**src/rtl/button_debounce_ctrl_pkg.sv**
```systemverilog
`default_nettype none
// ============================================================================
//  Module   : button_debounce_ctrl_pkg
//  Purpose  : Shared constants and helpers for the button debounce controller.
//             - INPUT_ON / INPUT_OFF : normalised channel levels
//             - clog2()             : counter width helper
//  Revision : 1.0  initial release
// ============================================================================
package button_debounce_ctrl_pkg;

    // Normalised level of a channel after polarity correction.
    localparam logic INPUT_ON  = 1'b1;
    localparam logic INPUT_OFF = 1'b0;

    // Ceiling log2, usable in constant expressions for counter widths.
    function automatic int clog2(input int value);
        int result;
        result = 0;
        for (int i = 0; i < 31; i++) begin
            if ((1 << i) < value) begin
                result = i + 1;
            end
        end
        return result;
    endfunction

endpackage : button_debounce_ctrl_pkg
`default_nettype wire

```
**src/rtl/button_debounce_ctrl_channel.sv**
```systemverilog
`default_nettype none
// ============================================================================
//  Module   : debounce_channel
//  Purpose  : One debounced input channel. Tracks the accepted (stable) raw
//             level, requires DB consecutive ticks of difference before
//             accepting a change, and times HOLD ticks of active level.
//  Ports    : clk, rst          clock, asynchronous active-high reset
//             sync              synchronised raw level (polarity per DS)
//             tick              shared prescaler strobe
//             state             normalised debounced level (1 = active)
//             press_pulse       1-cycle pulse, channel became active
//             release_pulse     1-cycle pulse, channel became inactive
//             hold_pulse        1-cycle pulse, active for HOLD ticks
//  Revision : 1.0  initial release
// ============================================================================
module debounce_channel
    import button_debounce_ctrl_pkg::*;
#(
    parameter logic DS   = 1'b0,
    parameter int   DB   = 4,
    parameter int   HOLD = 250
) (
    input  logic clk,
    input  logic rst,
    input  logic sync,
    input  logic tick,
    output logic state,
    output logic press_pulse,
    output logic release_pulse,
    output logic hold_pulse
);

    localparam int DW = clog2(DB + 1);
    localparam int HW = clog2(HOLD + 1);

    localparam logic [DW-1:0] c_DCNT_LAST = DW'(DB - 1);
    localparam logic [HW-1:0] c_HCNT_LAST = HW'(HOLD - 1);
    localparam logic [HW-1:0] c_HCNT_SAT  = HW'(HOLD);

    localparam logic [0:0] c_ST_STABLE = 1'b0;
    localparam logic [0:0] c_ST_PEND   = 1'b1;

    logic [0:0]    r_fsm;
    logic          r_stable;
    logic [DW-1:0] r_dcnt;
    logic [HW-1:0] r_hcnt;
    logic          r_press;
    logic          r_release;
    logic          r_hold;

    logic w_diff;
    logic w_active;
    logic w_accept;

    assign w_diff   = (sync != r_stable);
    assign w_active = (r_stable != DS);
    // Equality has priority over a coincident tick: w_diff gates acceptance.
    assign w_accept = (r_fsm == c_ST_PEND) && w_diff && tick && (r_dcnt == c_DCNT_LAST);

    always_ff @(posedge clk or posedge rst) begin
        if (rst) begin
            r_fsm     <= c_ST_STABLE;
            r_stable  <= DS;
            r_dcnt    <= '0;
            r_hcnt    <= '0;
            r_press   <= 1'b0;
            r_release <= 1'b0;
            r_hold    <= 1'b0;
        end else begin
            r_press   <= 1'b0;
            r_release <= 1'b0;
            r_hold    <= 1'b0;

            case (r_fsm)
                c_ST_STABLE: begin
                    r_dcnt <= '0;
                    if (w_diff) begin
                        r_fsm <= c_ST_PEND;
                    end
                end
                c_ST_PEND: begin
                    if (!w_diff) begin
                        // Input bounced back: restart qualification from zero.
                        r_dcnt <= '0;
                        r_fsm  <= c_ST_STABLE;
                    end else if (tick) begin
                        if (r_dcnt == c_DCNT_LAST) begin
                            r_stable  <= sync;
                            r_dcnt    <= '0;
                            r_fsm     <= c_ST_STABLE;
                            r_press   <= (sync != DS);
                            r_release <= (sync == DS);
                        end else begin
                            r_dcnt <= r_dcnt + DW'(1);
                        end
                    end
                end
            endcase

            // Hold timer runs only while the accepted level is active; an
            // accepted release clears it on the same edge.
            if (!w_active || w_accept) begin
                r_hcnt <= '0;
            end else if (tick && (r_hcnt != c_HCNT_SAT)) begin
                if (r_hcnt == c_HCNT_LAST) begin
                    r_hcnt <= c_HCNT_SAT;
                    r_hold <= 1'b1;
                end else begin
                    r_hcnt <= r_hcnt + HW'(1);
                end
            end
        end
    end

    assign state         = w_active ? INPUT_ON : INPUT_OFF;
    assign press_pulse   = r_press;
    assign release_pulse = r_release;
    assign hold_pulse    = r_hold;

endmodule : debounce_channel
`default_nettype wire

```
**src/rtl/button_debounce_ctrl.sv**
```systemverilog
`default_nettype none
// ============================================================================
//  Module   : button_debounce_ctrl
//  Purpose  : Debounce/event controller for IW raw buttons or switches.
//             Two-flop synchroniser per channel, one shared prescaler, and
//             one debounce_channel per input producing level and pulses.
//  Ports    : clk        system clock
//             rst        asynchronous reset, active-high
//             i_raw      [IW] raw asynchronous inputs (DS = idle level)
//             o_state    [IW] debounced level, 1 = active
//             o_press    [IW] 1-cycle pulse on activation
//             o_release  [IW] 1-cycle pulse on deactivation
//             o_hold     [IW] 1-cycle pulse after HOLD active ticks
//             o_tick          prescaler strobe
//  Revision : 1.0  initial release
// ============================================================================
module button_debounce_ctrl
    import button_debounce_ctrl_pkg::*;
#(
    parameter int   IW   = 1,
    parameter logic DS   = 1'b0,
    parameter int   PRE  = 1000,
    parameter int   DB   = 4,
    parameter int   HOLD = 250
) (
    input  logic          clk,
    input  logic          rst,
    input  logic [IW-1:0] i_raw,
    output logic [IW-1:0] o_state,
    output logic [IW-1:0] o_press,
    output logic [IW-1:0] o_release,
    output logic [IW-1:0] o_hold,
    output logic          o_tick
);

    localparam int PW = clog2(PRE);
    localparam logic [PW-1:0] c_PCNT_LAST = PW'(PRE - 1);

    logic [IW-1:0] r_sync1;
    logic [IW-1:0] r_sync2;
    logic [PW-1:0] r_pcnt;
    logic          w_tick;

    // Synchroniser flops reset to the idle level so no edge is seen out of reset.
    always_ff @(posedge clk or posedge rst) begin
        if (rst) begin
            r_sync1 <= {IW{DS}};
            r_sync2 <= {IW{DS}};
        end else begin
            r_sync1 <= i_raw;
            r_sync2 <= r_sync1;
        end
    end

    always_ff @(posedge clk or posedge rst) begin
        if (rst) begin
            r_pcnt <= '0;
        end else if (r_pcnt == c_PCNT_LAST) begin
            r_pcnt <= '0;
        end else begin
            r_pcnt <= r_pcnt + PW'(1);
        end
    end

    assign w_tick = (r_pcnt == c_PCNT_LAST);
    assign o_tick = w_tick;

    for (genvar g = 0; g < IW; g++) begin : g_ch
        debounce_channel #(
            .DS   (DS),
            .DB   (DB),
            .HOLD (HOLD)
        ) u_channel (
            .clk           (clk),
            .rst           (rst),
            .sync          (r_sync2[g]),
            .tick          (w_tick),
            .state         (o_state[g]),
            .press_pulse   (o_press[g]),
            .release_pulse (o_release[g]),
            .hold_pulse    (o_hold[g])
        );
    end

endmodule : button_debounce_ctrl
`default_nettype wire

```
**config.mk**
```make
export PLATFORM = sky130hd
export DESIGN_NAME = button_debounce_ctrl
export DESIGN_NICKNAME = d
export VERILOG_FILES = /design/src/rtl/button_debounce_ctrl_pkg.sv /design/src/rtl/button_debounce_ctrl_channel.sv /design/src/rtl/button_debounce_ctrl.sv
export SDC_FILE = /design/constraint.sdc
export NUM_CORES = 1
export LEC_CHECK = 0
export ABC_AREA = 1
export BUFFER_PORTS_ARGS = -buffer_cell sky130_fd_sc_hd__buf_2
export CAP_MARGIN = 20
export CORE_ASPECT_RATIO = 0.5
export CORE_UTILIZATION = 33
export CTS_CLUSTER_SIZE = 24
export DETAILED_ROUTE_END_ITERATION = 6
export PLACE_DENSITY = 0.55
export REMOVE_ABC_BUFFERS = 1
export SETUP_SLACK_MARGIN = 0.05
export SLEW_MARGIN = 30
export SYNTH_ARGS = -nofsm -noshare
export SYNTH_HDL_FRONTEND = slang
export SYNTH_SLANG_ARGS = --single-unit
```
**constraint.sdc**
```tcl
create_clock -name clk -period 1.3 [get_ports clk]
set_input_delay 0.065 -clock clk [delete_from_list [all_inputs] [get_ports clk]]
set_output_delay 0.065 -clock clk [all_outputs]
set_load 0.02 [all_outputs]
```
==> results.yml <==
route:
  drtAntennaViolNets: 0
  num_vias: 1334
  highest_layer: "met4"
  dr_wl_met2_mm: 1.70
  routed_via_density: 4.55
  wl_per_cell_um: 12.2
  wl_met1_mm: 1.76
  drc_errors: 0
  drt_wl_total_mm: 3.56
  dr.pass1.iters: 4
  wl_met3_um: 74
  drt_iter0_drc: 57
critical_path:
  critPathLaunchType: "flip-flop"
  max_stage_delay_ns: 0.41
  crit_type: "reg -> reg"
  cp.required_ns: 1.49
  crit_path_end_kind: "flip-flop"
  crit_chain: "ha_4 -> nand2_4 -> nor2_4 -> nand3_4 -> buf_4 -> buf_4 -> nand2_1 -> nor2_1"
  crit_slowest_cell: "dfrtp_1"
  critPathBufInv: 2
  crit_family: "simple AND/OR/NAND/NOR gates"
  path_max_fanout: 6
  cp.arrival_ns: 1.62
  path_common_cell: "buf_4"
logic_synthesis:
  synth_compound_area_frac: 0.0779
  synth-edff-count: 0
  synth-xor-area-share: 0.0398
  netlist_area_um2: 1540
  synth-simple-area-share: 0.321
  synth_commonest_cells: "nand2_1 (45), dfrtp_1 (28), inv_1 (26)"
  netlist_instances: 187
  synth_top_area_frac: 0.455
  synth_area_leader_cell: "dfrtp_1"
  synth_top_family_by_area: "simple AND/OR/NAND/NOR gates"
  post-synth-top-count-cell: "nand2_1"
  ys_ff_latch: 28
  synthTopCellsByArea: "dfrtp_1 (45%), nand2_1 (11%), inv_1 (6.3%)"
  syn_area_per_cell_um2: 8.24
  synth_warnings: 0
  synth_cell_types: 26
  yosysSeqAreaShare: 0.455
  synth_mux_area_frac: 0
  synth-adder-area-share: 0.0406
  synth_ff_type: "dfrtp_1"
  synthArstFlopShare: 1.00
run_status:
  status: "finished, violations left"
  violations: "setup timing"
global_route:
  grt_pass1_vias: 1279
  grt_max_degree: 29
  track_usage: 0.157
  grt_pass1_wl_mm: 5.92
  antenna_found_initial: 0
  grt_overflow_total: 0
placement:
  dp_hpwl_mm: 2.33
  place_inst: 277
  numPortBuffers: 7
  place.gp.congestion: 0.843
finish:
  nFillCells: 410
  area_delta_synth_final_pct: 41.6
  regArea_um2: 701
  fin_cells: 293
  drive_gt1_frac: 0.386
  num_antenna_cells: 0
  nNetsFinal: 245
  multi_input_area_um2: 883
timing:
  rsz0062_at_grt: "yes"
  fin_skew_ns: 0.0105
  slew_headroom: 0.753
  finalCriticalPeriod_ns: 1.43
  worst_slew_pin_slew_ns: 0.371
  timing_hold_violations_final: 0
  tns_ns: -1.57
  finalSetupViolations: 20
  maxSlewViolCount: 0
  fmax_ghz: 0.698
  min_period_over_period: 1.10
  fin_ws_ns: -0.132
flow_run:
  maxCapViolCount: 0
floorplanning:
  core_um2: 4450
  ioPinCount: 8
  rows: 17
  start_util: 0.347
  die-area_um2: 4970
  die_height_um: 50.3
  fp.dieW_um: 98.7
power:
  power_leakage_nw: 1.04
  pwr_density_cell_nw_per_um2: 751
  vdd_drop_max_mv: 0.420
clock_network:
  tritoncts: "built"
  clkTransAtPathRegs_ns: 0.11
  cts_sinks: 28
  root_buffer: "clkbuf_8"
  cts_made_buffers: 3
  clock_latency_ns: 0.28
  clk_path_buf_depth: 2
  htree_levels: 1
hold_path:
  worst_hold_path_type: "reg -> reg"
layer usage:
layer | track usage | vias to the layer above
met3 | 0.0376 | 2
met5 | 0 | -
met2 | 0.258 | 10
met1 | 0.206 | 628
met4 | 0.0498 | 0
li1 | - | 694
final cells by class:
class,count,area share
Clock buffer,3,0.0189
Clock inverter,1,0.0138
Inverter,27,0.0464
Multi-Input combinational cell,133,0.405
Sequential cell,28,0.321
Tap cell,57,0.0327
Timing Repair Buffer,44,0.163
what timing repair did:
item / CTS / global route
setup buffers: 7 / 5
endpoints found under the setup margin: 22 / 26
hold endpoints to repair: 29 / 0
hold buffers: 2 / 0
pin swaps: 10 / 9
resized for setup: 22 / 20
cloned: 0 / 1
state kept, by name, indices dropped and copies added (netlist names):
register                      count
g_ch.u_channel.press_pulse        1
r_pcnt                           10
g_ch.u_channel.r_fsm              1
r_sync1                           1
g_ch.u_channel.r_hcnt             8
g_ch.u_channel.r_stable           1
r_sync2                           1
g_ch.u_channel.r_dcnt             3
g_ch.u_channel.release_pulse      1
g_ch.u_channel.hold_pulse         1
placed cells by master (no fill, tap or decap), types with 4 or more instances in the layout:
master,synthesis,routed
buf_2,0,6
buf_6,0,6
a21oi_2,3,7
inv_1,26,23
nand2_2,3,8
ha_1,5,4
buf_4,0,29
nand2_1,45,39
nor2_1,22,18
o21ai_0,4,4
nor2_4,3,5
inv_2,1,4
nand3_1,14,11
xor2_1,6,6
a21oi_1,8,4
dfrtp_1,28,28
where the power goes:
| part | switching, W | internal, W |
|---|---|---|
| logic | 0.0000304 | 0.0000157 |
| clock network | 0.000296 | 0.000413 |
| registers | 0.00000587 | 0.000878 |
through the flow:
| stage | hold slack [ns] | worst slack, ns | util | power (W) | area (µm²) |
|---|---|---|---|---|---|
| floorplan | 0.0964 | -0.130 | - | 0.000924 | 1540 |
| global placement | 0.149 | -0.116 | 0.417 | 0.000941 | 1860 |
| detailed placement | 0.163 | -0.132 | 0.417 | 0.000943 | 1860 |
| CTS | 0.360 | -0.134 | 0.467 | 0.00166 | 2080 |
| global route | 0.376 | -0.196 | 0.491 | 0.00170 | 2180 |
| finish | 0.358 | -0.132 | 0.491 | 0.00164 | 2180 |
logic make-up after synthesis:
group / count (synthesis)
AO/OA/AOI/OAI: 20
XOR/XNOR: 7
adder cells (fa/ha/maj): 5
buffers and inverters: 27
flip-flops: 28
AND/OR/NAND/NOR: 100
worst paths after layout:
kind / startpoint / endpoint / slack, ns / cells after the start
min in group asynchronous: rst / g_ch[0].u_channel.press_pulse / 0.38 / 4
setup reg to reg: r_pcnt[1] / r_pcnt[8] / -0.13 / 8
hold / removal: r_sync1 / r_sync2 / 0.36 / 0
setup / recovery: r_pcnt[1] / r_pcnt[8] / -0.13 / 8
hold reg to reg: r_sync1 / r_sync2 / 0.36 / 0
max in group asynchronous: rst / g_ch[0].u_channel.r_hcnt[0] / 0.65 / 4
Power figures use the tool's default switching activity.
